<file path="config.mk">
export PLATFORM = sky130hd
export DESIGN_NAME = jtframe_rom_arb
export DESIGN_NICKNAME = d
export VERILOG_FILES = /design/src/rtl/jtframe_rom_pkg.sv /design/src/rtl/jtframe_rom_slot.sv /design/src/rtl/jtframe_rom_arb.sv
export SDC_FILE = /design/constraint.sdc
export NUM_CORES = 1
export LEC_CHECK = 0
export ABC_CLOCK_PERIOD_IN_PS = 2550
export BUFFER_PORTS_ARGS = -buffer_cell sky130_fd_sc_hd__buf_2
export CAP_MARGIN = 20
export CORE_AREA = 2 2 156 174
export DETAILED_ROUTE_END_ITERATION = 16
export DIE_AREA = 0 0 158 176
export GPL_TIMING_DRIVEN = 0
export SYNTH_ARGS = -nofsm -noshare
export SYNTH_HDL_FRONTEND = slang
export SYNTH_SLANG_ARGS = --single-unit
</file>
<file path="constraint.sdc">
create_clock -name clk -period 2.55 [get_ports clk]
set_input_delay 0.1275 -clock clk [delete_from_list [all_inputs] [get_ports clk]]
set_output_delay 0.1275 -clock clk [all_outputs]
set_load 0.02 [all_outputs]
</file>
<file path="src/rtl/jtframe_rom_pkg.sv">
// Shared types and default widths for the ROM arbiter and its per-slot cache.
package jtframe_rom_pkg;

    typedef enum logic [1:0] {
        IDLE = 2'd0,
        REQ  = 2'd1,
        WAIT = 2'd2
    } arb_state_t;

    localparam int AW_DEF = 22;
    localparam int DW_DEF = 16;

endpackage

</file>
<file path="src/rtl/jtframe_rom_slot.sv">
// One-word read cache for a single requester: stores the last fetched address/data
// and reports a registered hit while the requester keeps asking for that address.
module jtframe_rom_slot
    import jtframe_rom_pkg::*;
#(
    parameter int AW = AW_DEF,
    parameter int DW = DW_DEF
) (
    input  logic          clk,
    input  logic          rst_n,
    input  logic          cs,
    input  logic [AW-1:0] addr,
    input  logic          clr,
    input  logic          fill,
    input  logic [AW-1:0] fill_addr,
    input  logic [DW-1:0] fill_data,
    output logic          hit,
    output logic          ok,
    output logic [DW-1:0] dout
);

    logic [AW-1:0] cache_addr;
    logic          valid;
    logic          fill_hit;

    assign hit      = cs & valid & (addr == cache_addr);
    // A fill for the address still being asked for raises ok in the same edge
    // that loads the cache, so ok follows data_rdy by one clock.
    assign fill_hit = cs & fill & (addr == fill_addr);

    always_ff @(posedge clk or negedge rst_n) begin
        if (!rst_n) begin
            cache_addr <= '0;
            dout       <= '0;
            valid      <= 1'b0;
            ok         <= 1'b0;
        end else begin
            ok <= ~clr & (hit | fill_hit);
            if (clr) begin
                valid <= 1'b0;
            end else if (fill) begin
                valid      <= 1'b1;
                cache_addr <= fill_addr;
                dout       <= fill_data;
            end
        end
    end

endmodule

</file>
<file path="src/rtl/jtframe_rom_arb.sv">
// Read-only SDRAM arbiter: round-robin grants of one controller read port among
// SLOTS cached requesters, paused while a ROM download is running.
module jtframe_rom_arb
    import jtframe_rom_pkg::*;
#(
    parameter int SLOTS = 4,
    parameter int AW    = AW_DEF,
    parameter int DW    = DW_DEF
) (
    input  logic                clk,
    input  logic                rst_n,
    input  logic                downloading,
    input  logic [SLOTS-1:0]    slot_cs,
    input  logic [SLOTS*AW-1:0] slot_addr,
    output logic [SLOTS-1:0]    slot_ok,
    output logic [SLOTS*DW-1:0] slot_dout,
    output logic                sdram_req,
    output logic [AW-1:0]       sdram_addr,
    input  logic                sdram_ack,
    input  logic                data_rdy,
    input  logic [DW-1:0]       data_read
);

    localparam int GW = (SLOTS > 1) ? $clog2(SLOTS) : 1;

    arb_state_t    state, state_nxt;
    logic [GW-1:0] gnt, rr, sel;
    logic [SLOTS-1:0] hit, pending;
    logic          any_pend, load, fill_en;
    int            j;

    assign fill_en = (state == WAIT) & data_rdy & ~downloading;

    for (genvar i = 0; i < SLOTS; i++) begin : g_slot
        jtframe_rom_slot #(.AW(AW), .DW(DW)) u_slot (
            .clk       (clk),
            .rst_n     (rst_n),
            .cs        (slot_cs[i]),
            .addr      (slot_addr[i*AW +: AW]),
            .clr       (downloading),
            .fill      (fill_en & (gnt == GW'(i))),
            .fill_addr (sdram_addr),
            .fill_data (data_read),
            .hit       (hit[i]),
            .ok        (slot_ok[i]),
            .dout      (slot_dout[i*DW +: DW])
        );
        assign pending[i] = slot_cs[i] & ~hit[i] & ~((state != IDLE) & (gnt == GW'(i)));
    end

    // Scan rr+1 .. rr+SLOTS with explicit wrap so non-power-of-two SLOTS works;
    // walking downwards lets the nearest pending slot win.
    always_comb begin
        sel      = rr;
        any_pend = 1'b0;
        j        = 0;
        for (int k = SLOTS; k >= 1; k--) begin
            j = int'(rr) + k;
            if (j >= SLOTS) j = j - SLOTS;
            if (pending[j]) begin
                sel      = GW'(j);
                any_pend = 1'b1;
            end
        end
    end

    always_comb begin
        state_nxt = state;
        load      = 1'b0;
        case (state)
            IDLE: if (!downloading && any_pend) begin
                state_nxt = REQ;
                load      = 1'b1;
            end
            REQ:  if (sdram_ack) state_nxt = WAIT;
            WAIT: if (data_rdy)  state_nxt = IDLE;
            default: state_nxt = IDLE;
        endcase
    end

    always_ff @(posedge clk or negedge rst_n) begin
        if (!rst_n) begin
            state      <= IDLE;
            gnt        <= '0;
            rr         <= '0;
            sdram_req  <= 1'b0;
            sdram_addr <= '0;
        end else begin
            state <= state_nxt;
            if (load) begin
                gnt        <= sel;
                sdram_addr <= slot_addr[sel*AW +: AW];
                sdram_req  <= 1'b1;
            end else if (state == REQ && sdram_ack) begin
                sdram_req <= 1'b0;
            end
            if (state == WAIT && data_rdy) rr <= gnt;
        end
    end

endmodule

</file>
==> results.md, run 1 <==
- The flow ran to the end, but the final reports show violations.
- The checks that failed: setup timing.
- The ratio of total power to cell area is 1220 nW/µm².
- The number of buffers inserted by port buffering is between 200 and 250.
- For this run the aggregate overflow at the end of global routing stands at 0.
- The largest vdd supply drop is 725 µV.
- Sorting the synthesized cells by area gives the leading types as sky130_fd_sc_hd__dfrtp_1 (46%), sky130_fd_sc_hd__mux2_2 (17%), sky130_fd_sc_hd__xnor2_1 (7.8%).
- The worst setup slack before clock tree synthesis is -1.04 ns.
- The initial antenna violation count was 0.
- The net count after synthesis is 985.
- The number of global-route vias before repair is ~8,400.
- In this design, the stage delay of the slowest critical-path cell is roughly 0.55 ns.
- The post-synthesis cell type count is 51.
- The area overhead of the layout relative to synthesis is 32.8%.
- By instance count, the cell type seen most on the critical path is sky130_fd_sc_hd__buf_12.
- The endpoint arrival time on the critical path is 3.15 ns.
- The DRC violation total after the first TritonRoute iteration is 494.
- TritonCTS built the clock tree.
- Data on the critical path is required at its endpoint by 2.87 ns.
- After detailed routing, the number of remaining DRC violations is 0.
- The clock arrives with 0.0105 ns of skew.
- The count of nets left with antenna violations once routing finished came out at 0.
- The number of pins with negative max-slew slack in the final report is 0.
- The total count of hold-check failures in the final report is 0.
- The initial utilization of the core area, before any placement, comes to 39.6%.
- The cell type with the largest total area after synthesis is sky130_fd_sc_hd__dfrtp_1.
- In this run the cell area of the synthesized design comes to 10,300 µm².
- The standard cell core area is about 26,000 µm².
- The mean number of vias per cell is 5.39.
- The met1 global-route usage is ~33%.
- In this run the worst hold path is classified as in -> reg.
- The number of H-tree levels is 4.
- The number of non-filler instances in the completed layout is 1,501.
- The boundary pin count is 204.
- Walking the worst path, the cells encountered are xnor2_2 > nand4_1 > or4_4 > o21a_4 > o311ai_4 > or2_4 > buf_12 > buf_12 > nor2_4 > a211oi_2.
- The half-perimeter wire length after detailed placement is 25.8 mm.
- Among all flip-flop cells after synthesis, the most frequent one is sky130_fd_sc_hd__dfrtp_1.
- The most common cell in the netlist is sky130_fd_sc_hd__dfrtp_1.
- After clock tree synthesis, the clock-pin slew on the worst setup and hold paths is roughly 0.080 ns.
- Summing the sequential cell areas from Yosys gives roughly 46% of the chip area.
- Counting flops with an async set or reset pin after synthesis yields a share of 100%.
- The per-cell routed wire length is between 20 and 25 µm.
- The total vias in the final route is roughly 8,000.
- The area enclosed by the die boundary is 27,800 µm².
- The timing-limited maximum frequency is roughly 350 MHz.
- The number of synthesis warnings is 0.
- The layout cell share with drive strength beyond 1 is 47.5%.
- Entering global routing, the biggest net connects 106 pins.
- Setup repair after global routing could not meet its margin everywhere.
- The path type of the worst setup path is reg -> reg.
- The row count is 62.
- Global routing used 25.1% of the available tracks.
- The worst setup path is captured at a flip-flop.
- The global-route layer with the greatest usage is met2.
- The wire length of the first global-routing pass is 51.5 mm.
- The share of the clock period used by the worst path after layout is 111%.
- In this run the deepest clock path goes through 2 buffers.
- In the synthesized netlist, the cells that appear most often are sky130_fd_sc_hd__dfrtp_1 (189), sky130_fd_sc_hd__mux2_2 (153), sky130_fd_sc_hd__xnor2_1 (91).
- The master cell of the clock root buffer is sky130_fd_sc_hd__clkbuf_16.
- STA classifies the critical path startpoint as a flip-flop.
- The clock drives 189 sinks.
- The mean cell area of the mapped netlist is 11.8 µm².
- The count of inserted antenna diode cells is 0.
- The count of TritonRoute iterations in the first routing pass is 5.
- The minimum setup slack in the final design is -0.288 ns.
- The placer congestion estimate is 0.920.
- The static leakage is 6.16 nW.
- Clock tree synthesis inserted a total of 17 buffers.
- The synthesized design contains 0 enable-type register cells.
- The final layout contains routed wiring with a total length of 34.6 mm.
- The synthesized instance count is 872.
- Among all stages on the critical path, the largest delay is contributed by sky130_fd_sc_hd__or4_4.
- The total of endpoints with negative setup slack in the final report is 23.
- The share of the core filled with cells is about 53%.
- The clock network latency to the later pin of the worst-skew pair is 0.44 ns.
- After synthesis the netlist holds a flip-flop and latch count of 189.
- Global routing used approximately two fifths of the available met2 tracks.
- The post-layout net count is 1,249.
- In this run the worst path has a maximum fanout of 5.
- Measured against its own limit, the worst slew margin works out to approximately 44%.
- The worst path in the final design needs a cycle of 2.84 ns, including I/O delays and setup.
- The routing usage on met3 is a little under 5%.
- Max-cap violations in this run came to 0.
- The die is 158 µm wide.
- The placed instance count is 1,427.
- In this run the biggest area consumer among cell types represents between 40% and 50% of the synthesized area.
- In this run the vertical extent of the chip is around 180 µm.
- The transition time at the pin with the least slew margin is ~0.84 ns.
-- logic make-up after synthesis --
group	count (synthesis)	share of synthesized area [%]
simple gates	135	7.15
buf+inv	95	4.06
compound gates	102	8.80
mux	175	18.9
xor+xnor	176	15.0
flops	189	46.1
-- through the flow --
step                      area [µm²]  setup TNS [ns]  hold WS (ns)  power (mW)
after floorplan                10300               0        -0.168        9.65
after detailed placement       11800          -30.13         0.182        12.0
after global routing           13600           -6.55        0.0976        17.4
final                          13600           -4.87         0.103        16.6
after CTS                      13300           -4.21        0.0604        16.0
after global placement         11700         -395.11         0.336        11.9
-- sequential cells by signal (all words and copies together), names as in the netlist --
register,cells
g_slot.u_slot.dout,64
state,2
rr,2
g_slot.u_slot.ok,4
sdram_addr,22
gnt,2
g_slot.u_slot.valid,4
g_slot.u_slot.cache_addr,88
sdram_req,1
-- worst max-delay path, delay by kind of cell (launching register included) --
family | cells | cell delay (ns)
and+or+nand+nor | 4 | 0.95
xor gates and xnor gates | 1 | 0.20
DFF | 1 | 0.42
buffers and inverters | 2 | 0.26
AOI/OAI and AO/OA | 3 | 0.87
-- timing repair --
item                                   CTS  global route
setup endpoints to repair              152            38
hold buffers                            20             0
buffers inserted                        11             9
endpoints found under the hold margin  150             0
gates resized for setup                122            43
gates cloned                             2             2
pin swaps                               42            24
-- area by class of cell --
| type | instances | area (µm²) |
|---|---|---|
| Timing Repair Buffer | 247 | 1540 |
| Multi-Input combinational cell | 588 | 5830 |
| Clock buffer | 17 | 425 |
| Inverter | 31 | 116 |
| Buffer | 62 | 400 |
| Sequential cell | 189 | 4730 |
| Clock inverter | 15 | 153 |
| Tap cell | 352 | 440 |
| Fill cell | 2374 | 12300 |
-- routing by layer --
metal	share of wire [%]	vias to the layer above
li1	-	3623
met3	6.6	59
met1	42	4069
met4	3.4	0
met2	48	342
met5	0	-
-- where the power goes --
group          total [mW]  switching (mW)  internal, mW
Sequential           5.03           0.805          4.22
Clock                2.66            1.35          1.31
Combinational        8.91            5.06          3.85
-- cells in the final DEF (no fill, tap or decap), drive strengths merged, types with 2 or more instances in the layout --
master	instances
a21oi	8
dlygate4sd3	20
xnor2	91
buf	249
or3	2
o31ai	2
inv	38
clkbuf	57
nor4	30
o21ai	11
dfrtp	189
nand3b	2
clkinvlp	2
nand3	6
o21a	4
a2111oi	22
xor2	85
a211oi	42
nand4	27
clkinv	6
nor2	35
a21o	3
nand2	14
or2	2
mux2	153
mux2i	22
nor3	7
o211ai	3
or4	3
-- worst paths after layout --
| path | from | to | slack, ns | cells past startpoint |
|---|---|---|---|---|
| max in group asynchronous | rst_n | g_slot[3].u_slot.cache_addr[0]$_DFFE_PN0P_ | 1.29 | 3 |
| hold reg to reg | g_slot[3].u_slot.dout[9]$_DFFE_PN0P_ | g_slot[3].u_slot.dout[9]$_DFFE_PN0P_ | 0.50 | 1 |
| min in group asynchronous | rst_n | g_slot[0].u_slot.dout[12]$_DFFE_PN0P_ | 0.26 | 2 |
| setup / recovery | g_slot[0].u_slot.cache_addr[8]$_DFFE_PN0P_ | sdram_addr[11]$_DFFE_PN0P_ | -0.29 | 10 |
| hold / removal | slot_addr[20] | sdram_addr[20]$_DFFE_PN0P_ | 0.10 | 3 |
| setup reg to reg | g_slot[0].u_slot.cache_addr[8]$_DFFE_PN0P_ | sdram_addr[11]$_DFFE_PN0P_ | -0.29 | 10 |
Power figures use the tool's default switching activity.
==> inputs of run 2 (changes only) <==
--- a/config.mk
+++ b/config.mk
@@ -8,10 +8,13 @@
 export ABC_CLOCK_PERIOD_IN_PS = 2550
 export BUFFER_PORTS_ARGS = -buffer_cell sky130_fd_sc_hd__buf_2
 export CAP_MARGIN = 20
-export CORE_AREA = 2 2 156 174
+export CELL_PAD_IN_SITES_DETAIL_PLACEMENT = 1
+export CELL_PAD_IN_SITES_GLOBAL_PLACEMENT = 2
+export CORE_AREA = 2 2 172 191
 export DETAILED_ROUTE_END_ITERATION = 16
-export DIE_AREA = 0 0 158 176
+export DIE_AREA = 0 0 174 193
 export GPL_TIMING_DRIVEN = 0
+export PLACE_DENSITY_LB_ADDON = 0.1
 export SYNTH_ARGS = -nofsm -noshare
 export SYNTH_HDL_FRONTEND = slang
 export SYNTH_SLANG_ARGS = --single-unit
==> run 2 against run 1 <==
  * The flow still finishes with violations (setup timing)
  * Flip-flop and latch count unchanged
  * Clock-buffer cell count unchanged
  * Register-to-register slack worse by 0.15 ns
  * Critical endpoint unchanged
  * Highest routed layer is now met5
==> results.md, run 2 (synthesized netlist as in run 1, its figures left out) <==
- The number of pins with negative max-slew slack in the final report is 0.
- The timing-limited maximum frequency is 334 MHz.
- The total vias in the final route is ~8,000.
- Summed over all cells, the static leakage comes to 6.17 nW.
- The clock tree synthesis step divided the H-tree into 4 levels.
- At the pin with the least slew margin, the transition time is 0.812 ns.
- The total count of hold-check failures in the final report is 0.
- Relative to the synthesized area, the layout overhead comes to 35.3%.
- The detail route stage leaves a number of antenna-violating nets equal to 0.
- The kind of end point of the critical path is a flip-flop.
- The final layout contains 1,248 nets.
- Measured in cells, the most critical reg-to-reg path has a length of 10.
- The number of global-route vias before repair is 8,638.
- The slowest cell on the critical path is sky130_fd_sc_hd__or4_4.
- The tool flagged a number of max-cap violations equal to 0.
- The register with the most flip-flops in the layout has 88 of them.
- The launch point of the worst path is g_slot[0].u_slot.cache_addr[17]$_DFFE_PN0P_.
- The net switching power figure is 7.52 mW.
- The die is around 170 µm wide.
- The sequential fraction of design power is 29.9%.
- The half-perimeter wire length after detailed placement is 29.4 mm.
- The clock network fraction of total power is between 15 and 20%.
- The number of buffers created by CTS is 17.
- In this run the critical register-to-register path is captured at sdram_addr[11]$_DFFE_PN0P_.
- The effective utilization at floorplan is 32.3%.
- The count of TritonRoute iterations in the first routing pass is 4.
- The DRC violation total after the first TritonRoute iteration is 384.
- The worst hold path belongs to the class in -> reg.
- The placer congestion estimate is between 0.8 and 0.9.
- At the placement stage, the worst setup path has a slack of -1.07 ns.
- The minimum setup slack in the final design is -0.443 ns.
- For this run the aggregate overflow at the end of global routing stands at 0.
- In the final layout, the registers with the most flip-flops are g_slot.u_slot.cache_addr: 88 flops, g_slot.u_slot.dout: 64 flops, sdram_addr: 22 flops.
- The switching part of the total power is 44.1%.
- The share of the clock period used by the worst path after layout is 117%.
- The most common cell after layout, fill and taps aside is sky130_fd_sc_hd__buf_2.
- The register with the most flip-flops is g_slot.u_slot.cache_addr.
- The dominant delay contributor by cell family on the critical path is compound AO/OA/AOI/OAI gates.
- Of the cells placed in the final design, the portion with a size suffix greater than 1 is 48.8%.
- The largest net degree at the start of global routing is just under 100.
- The beginning of the worst register-to-register path is g_slot[0].u_slot.cache_addr[17]$_DFFE_PN0P_.
- In the routed layout, each cell is associated on average with a via count of 5.07.
- The timing endpoint of the critical path is sdram_addr[11]$_DFFE_PN0P_.
- The total of endpoints with negative setup slack in the final report is 23.
- STA classifies the critical path startpoint as a flip-flop.
- In this run the number of cells on the critical path is 10.
- Traced cell by cell, the critical path runs through xnor2_2 > nand4_1 > or4_4 > o21a_4 > a21o_4 > a21oi_4 > buf_6 > buf_12 > mux2i_1 > a211oi_4.
- The final reports fail on setup timing.
- After detailed routing, the total wire length is 38.7 mm.
- The final worst clock skew is 0.0101 ns.
- The endpoint arrival time on the critical path is 3.30 ns.
- Setup repair after global routing could not meet its margin everywhere.
- After detailed routing, the average wire length per cell comes to 24.6 µm.
- The master cell of the clock root buffer is sky130_fd_sc_hd__clkbuf_16.
- The flow ran to the end, but the final reports show violations.
- The die extent in y is 193 µm.
- The first global-routing pass estimated 57.0 mm of wire.
- The clock reaches the later pin of the worst-skew pair after 0.45 ns.
- Global routing used about a quarter of the available tracks.
- The library cells used most frequently in the layout, excluding fill and tap cells, are sky130_fd_sc_hd__buf_2 (206), sky130_fd_sc_hd__dfrtp_1 (187), sky130_fd_sc_hd__mux2_2 (153), sky130_fd_sc_hd__xnor2_1 (85), sky130_fd_sc_hd__xor2_1 (79).
- The biggest cell delay along the critical path is approximately 0.54 ns.
- The internal power of the cells is 9.54 mW.
- The fraction of power consumed by combinational cells is 54.0%.
- The largest fanout of any net on the critical path is 5.
- The buffering stage count on the worst path with inverters included is 2.
- The die covers 33,600 µm².
- At the worst endpoint, the required time is 2.86 ns.
- In this run the count of I/O pins placed on the die edge is 204.
- Fill cells in the final layout number 3,481.
- The initialized floorplan defines 69 standard-cell rows.
- After layout, the minimum clock period comes to between 2 and 3 ns.
- The count of unresolved DRC violations after routing is 0.
- TritonCTS built the clock tree.
- The max-slew headroom at the worst pin is 45.9%.
- The standard cell core area is 31,800 µm².
- The buffer levels on the longest clock path is 2.
- In this run the power density over the cells is roughly 1200 nW/µm².
- Hold is met by 0.00812 ns.
- The worst hold path begins at data_read[15].
- 0 antenna diodes ended up in the layout.
- Clock-pin slew was measured on the worst setup and hold paths at 0.08 ns.
- For flop-to-flop paths, the worst setup slack is -0.44 ns.
- The worst setup path is of the reg -> reg kind.
- The initial antenna violation count was 1.
- The clock net in this run drives a total of ~190 sinks.
- In this run the tool buffered the top-level ports with slightly above 200 buffer cells.
- The largest vdd supply drop is a little over 500 µV.
[run 2: cell count changes in the layout (fill, tap and decap cells not counted), moves of 3 or more]
cell	delta
sky130_fd_sc_hd__a211oi_1	-6
sky130_fd_sc_hd__a211oi_4	+6
sky130_fd_sc_hd__clkbuf_1	-3
sky130_fd_sc_hd__inv_6	+3
sky130_fd_sc_hd__inv_8	-3
sky130_fd_sc_hd__mux2i_1	-5
sky130_fd_sc_hd__mux2i_4	+5
sky130_fd_sc_hd__nor4_1	+3
sky130_fd_sc_hd__nor4_2	-3
[run 2: how the worst min path moves through the flow]
stage	to	slack, ns	cells past startpoint
after floorplan	g_slot[0].u_slot.cache_addr[0]$_DFFE_PN0P_	-0.17	0
after global placement	state[1]$_DFFE_PN0P_	0.33	2
after detailed placement	g_slot[1].u_slot.cache_addr[18]$_DFFE_PN0P_	0.25	1
after CTS	g_slot[1].u_slot.dout[15]$_DFFE_PN0P_	0.01	2
after global routing	g_slot[2].u_slot.dout[15]$_DFFE_PN0P_	0.01	2
final	g_slot[0].u_slot.dout[15]$_DFFE_PN0P_	0.008	2
[run 2: power groups by stage]
stage	combinational [mW]	sequential, mW	clock (mW)
final	9.21	5.11	2.74
after global routing	9.78	5.28	2.92
after CTS	8.49	5.05	2.84
after detailed placement	7.33	5.01	0
after global placement	7.28	4.95	0
after floorplan	4.06	5.59	0
[run 2: routing by layer]
layer	global-route usage (%)	vias to the layer above	wire length [µm]
met5	0	-	13
met4	7.11	2	934
met3	5.43	48	1980
met2	40.4	219	19000
met1	29.1	4086	16800
li1	-	3630	-
[run 2: cell type report]
type                            instances  area [µm²]  area share, %
Tap cell                              426         533           3.84
Sequential cell                       189        4730           34.1
Buffer                                 60         424           3.05
Multi-Input combinational cell        588        5990           43.1
Timing Repair Buffer                  248        1510           10.9
Inverter                               31         116          0.838
Clock inverter                         15         155           1.12
Clock buffer                           17         425           3.06
[run 2: repair_timing]
| item | in CTS | in global routing |
|---|---|---|
| setup endpoints to repair | 126 | 79 |
| resized for setup | 119 | 83 |
| setup buffers | 13 | 11 |
| cloned | 1 | 1 |
| endpoints found under the hold margin | 158 | 0 |
| pin swaps | 37 | 24 |
| hold buffers | 19 | 0 |
[run 2: stage by stage]
step / utilization [%] / std cells / setup TNS [ns] / power (mW) / cell area, µm²
after floorplan: - / 872 / 0 / 9.65 / 10300
after global placement: 37.2 / 1500 / -446.47 / 12.2 / 11800
after detailed placement: 37.3 / 1501 / -32.72 / 12.3 / 11900
after CTS: 42.1 / 1563 / -6.92 / 16.4 / 13400
after global routing: 43.7 / 1574 / -9.30 / 18.0 / 13900
final: 43.7 / 1574 / -7.41 / 17.1 / 13900
==> inputs of run 3 (changes only) <==
--- a/config.mk
+++ b/config.mk
@@ -8,13 +8,10 @@
 export ABC_CLOCK_PERIOD_IN_PS = 2550
 export BUFFER_PORTS_ARGS = -buffer_cell sky130_fd_sc_hd__buf_2
 export CAP_MARGIN = 20
-export CELL_PAD_IN_SITES_DETAIL_PLACEMENT = 1
-export CELL_PAD_IN_SITES_GLOBAL_PLACEMENT = 2
-export CORE_AREA = 2 2 172 191
+export CORE_AREA = 2 2 197 218
 export DETAILED_ROUTE_END_ITERATION = 16
-export DIE_AREA = 0 0 174 193
+export DIE_AREA = 0 0 199 220
 export GPL_TIMING_DRIVEN = 0
-export PLACE_DENSITY_LB_ADDON = 0.1
 export SYNTH_ARGS = -nofsm -noshare
 export SYNTH_HDL_FRONTEND = slang
 export SYNTH_SLANG_ARGS = --single-unit
==> run 3 against run 2 <==
  * The flow still finishes with violations (setup timing)
  * Critical endpoint is now sdram_addr[0]$_DFFE_PN0P_
  * Core utilization decreased by 10 points
  * Register-to-register slack improved by 0.11 ns
  * First-iteration DRC count increased by 53%
==> results.md, run 3 (synthesized netlist as in run 1, its figures left out) <==
- The largest vdd supply drop is ~570 µV.
- The number of global-route vias before repair was 8,465.
- The initialized floorplan defines approximately 80 standard-cell rows.
- Buffers placed on the I/O ports in this run total 202.
- The total clock sinks is 189.
- The half-perimeter wire length after detailed placement is 29.0 mm.
- Power comes to 16.6 mW.
- Counting the buffers created by CTS gives 17.
- In this run the deepest clock path goes through 2 buffers.
- The minimum setup slack in the final design is -0.334 ns.
- Clock skew on the completed layout was measured at 0.0192 ns.
- The effective utilization at floorplan is 24.6%.
- The total of endpoints with negative setup slack in the final report is 24.
- Pin placement for this block handled 204 I/O pins.
- The area overhead of the layout relative to synthesis is 35.6%.
- The total of max-cap violations is 0.
- The total count of hold-check failures in the final report came to 0.
- The setup slack on the worst flop-to-flop path is -0.33 ns.
- Clock-pin slew was measured on the worst setup and hold paths at 0.08 ns.
- Entering global routing, the biggest net connects 112 pins.
- The count of unresolved DRC violations after routing is 0.
- At the pin with the least slew margin, the transition time is 0.736 ns.
- The endpoint arrival time on the critical path is 3.19 ns.
- The clock tree from TritonCTS is done.
- The slowest cell on the critical path is sky130_fd_sc_hd__a2111oi_0.
- For this run, the slowest stage of the critical path takes 0.48 ns.
- For this block, the routed nets add up to 37.8 mm of wire.
- After the first detailed-routing iteration, the DRC count stood at 586.
- Walking the worst path, the cells encountered are xor2_1 > nor4_1 > nand2_1 > o211ai_1 > o32ai_4 > or2_4 > buf_4 > a2111oi_0 > a211oi_1.
- The number of nets with antenna violations after routing is 0.
- The worst-case hold slack is between 0.06 and 0.07 ns.
- The largest registers in the layout are g_slot.u_slot.cache_addr: 88 flops, g_slot.u_slot.dout: 64 flops, sdram_addr: 22 flops.
- Counting instances, the worst hold path has a depth of 3.
- The wire length of the first global-routing pass is 54.3 mm.
- The number of flip-flops under the largest register name is 88.
- The register with the most flip-flops is g_slot.u_slot.cache_addr.
- The worst setup path is of the reg -> reg kind.
- The total routing usage reported by global routing is approximately 17%.
- The floorplan step defined a core boundary enclosing 41,800 µm².
- The run finished, with violations left.
- The most common cell after layout, fill and taps aside is sky130_fd_sc_hd__buf_2.
- The total vias in the final route is a little over 8,000.
- The area enclosed by the die boundary is approximately 44,000 µm².
- Setup repair after global routing could not meet its margin everywhere.
- The required time at the endpoint of the critical path is 2.86 ns.
- After detailed routing, the average wire length per cell comes to around 22 µm.
- The layout has 4,208 filler cells.
- After detailed routing, the number of vias per cell comes to 4.81.
- In the layout the commonest cells are sky130_fd_sc_hd__buf_2 (204), sky130_fd_sc_hd__dfrtp_1 (187), sky130_fd_sc_hd__mux2_2 (153), sky130_fd_sc_hd__xnor2_1 (85), sky130_fd_sc_hd__xor2_1 (81).
- In this run the horizontal extent of the chip is 199 µm.
- The kind of end point of the critical path is a flip-flop.
- The sum of overflow across all layers after global routing is 0.
- In the final layout, flip-flops and latches occupy roughly 4700 µm².
- The multi-input combinational cells in the finished layout cover a total of roughly 5900 µm².
- The path with the worst hold slack has its endpoint at sdram_addr[0]$_DFFE_PN0P_.
- The number of pins with negative max-slew slack in the final report came to 0.
- The worst register-to-register path begins at g_slot[1].u_slot.cache_addr[6]$_DFFE_PN0P_.
- The initial antenna violation count came to 9.
- The tree is rooted in a sky130_fd_sc_hd__clkbuf_16.
- The post-layout net count is 1,253.
- The first detailed-routing pass ran for 6 iterations.
- The worst hold path begins at slot_addr[66].
- The min-delay analysis places its worst path in the category in -> reg.
- The post-route netlist has between 40% and 50% of its cells at a drive strength greater than 1.
- Counting cells, the worst reg-to-reg path comes to 9.
- After layout, the worst path uses 113% of the clock period.
- In this run the tightest slew margin relative to its limit is 50.9%.
- The congestion estimate from routability-driven global placement came to 0.916.
- The H-tree was split into 4 levels.
- Based on the critical path, the design can be clocked at up to 347 MHz.
- The clock network latency to the later pin of the worst-skew pair is 0.44 ns.
- The time the worst path needs with I/O delays and setup is 2.88 ns.
- The die extent in y is ~220 µm.
- The largest fanout of any net on the critical path is 4.
- Power spread over the standard cell area amounts to 1190 nW/µm².
- The critical register-to-register path endpoint is sdram_addr[0]$_DFFE_PN0P_.
- The final reports fail on setup timing.
- Timing analysis after detailed placement gives a worst setup slack of -0.884 ns.
- The startpoint type of the worst setup path is a flip-flop.
- The static leakage is 6.14 nW.
-- run 3: layer usage --
metal  wire length (µm)  global-route usage (%)  up-vias
met1              15100                    20.4     4153
met4               1360                    6.74       10
met2              18200                    28.6      397
met3               3090                    5.28       88
met5                 47                       0        -
li1                   -                       -     3641
-- run 3: through the flow --
| stage | setup TNS (ns) | cell area (µm²) | std cells | utilization, % |
|---|---|---|---|---|
| global placement | -373.65 | 12000 | 1641 | 28.7 |
| global route | -8.37 | 13900 | 1724 | 33.3 |
| finish | -6.57 | 13900 | 1724 | 33.3 |
| CTS | -5.47 | 13400 | 1706 | 32.1 |
| detailed placement | -21.47 | 12000 | 1642 | 28.8 |
| floorplan | 0 | 10300 | 872 | - |
-- run 3: final cells by class --
class                   count  share of cell area, %
plain buffers              60                   2.69
well taps                 567                   5.10
clock inverters            15                  0.926
flip-flops and latches    189                   34.0
clock buffers              17                   3.06
repair buffers            253                   11.3
inverters                  31                  0.836
multi-input cells         588                   42.1
diodes                      4                 0.0719
-- run 3: power by group --
group          total, mW  internal (mW)  leakage, nW  switching [mW]
sequential          5.06           4.22         2.44           0.841
combinational       8.95           3.86         3.42            5.09
clock               2.60           1.29        0.277            1.31
-- run 3: what timing repair did --
item,4_1_cts,5_1_grt
hold endpoints to repair,144,0
gates cloned,0,1
hold buffers,20,0
gates resized for setup,100,86
setup endpoints to repair,124,94
pin swaps,30,33
setup buffers,14,15
-- run 3: how the worst max path moves through the flow --
stage | startpoint | to | slack (ns) | cells after the start
CTS | g_slot[0].u_slot.cache_addr[15]$_DFFE_PN0P_ | sdram_addr[5]$_DFFE_PN0P_ | -0.29 | 9
floorplan | g_slot[0].u_slot.cache_addr[3]$_DFFE_PN0P_ | sdram_addr[19]$_DFFE_PN0P_ | 0.02 | 9
global placement | rst_n | g_slot[1].u_slot.cache_addr[18]$_DFFE_PN0P_ | -1.90 | 1
finish | g_slot[1].u_slot.cache_addr[6]$_DFFE_PN0P_ | sdram_addr[0]$_DFFE_PN0P_ | -0.33 | 9
detailed placement | state[0]$_DFFE_PN0P_ | sdram_addr[11]$_DFFE_PN0P_ | -0.88 | 9
global route | g_slot[0].u_slot.cache_addr[15]$_DFFE_PN0P_ | sdram_addr[4]$_DFFE_PN0P_ | -0.40 | 9
-- run 3: critical path: cells and delay by family, from the launching register on --
family / cells / cell delay, ns
compound gates: 4 / 1.18
simple gates: 3 / 0.84
flops: 1 / 0.39
xor+xnor: 1 / 0.20
buf+inv: 1 / 0.16
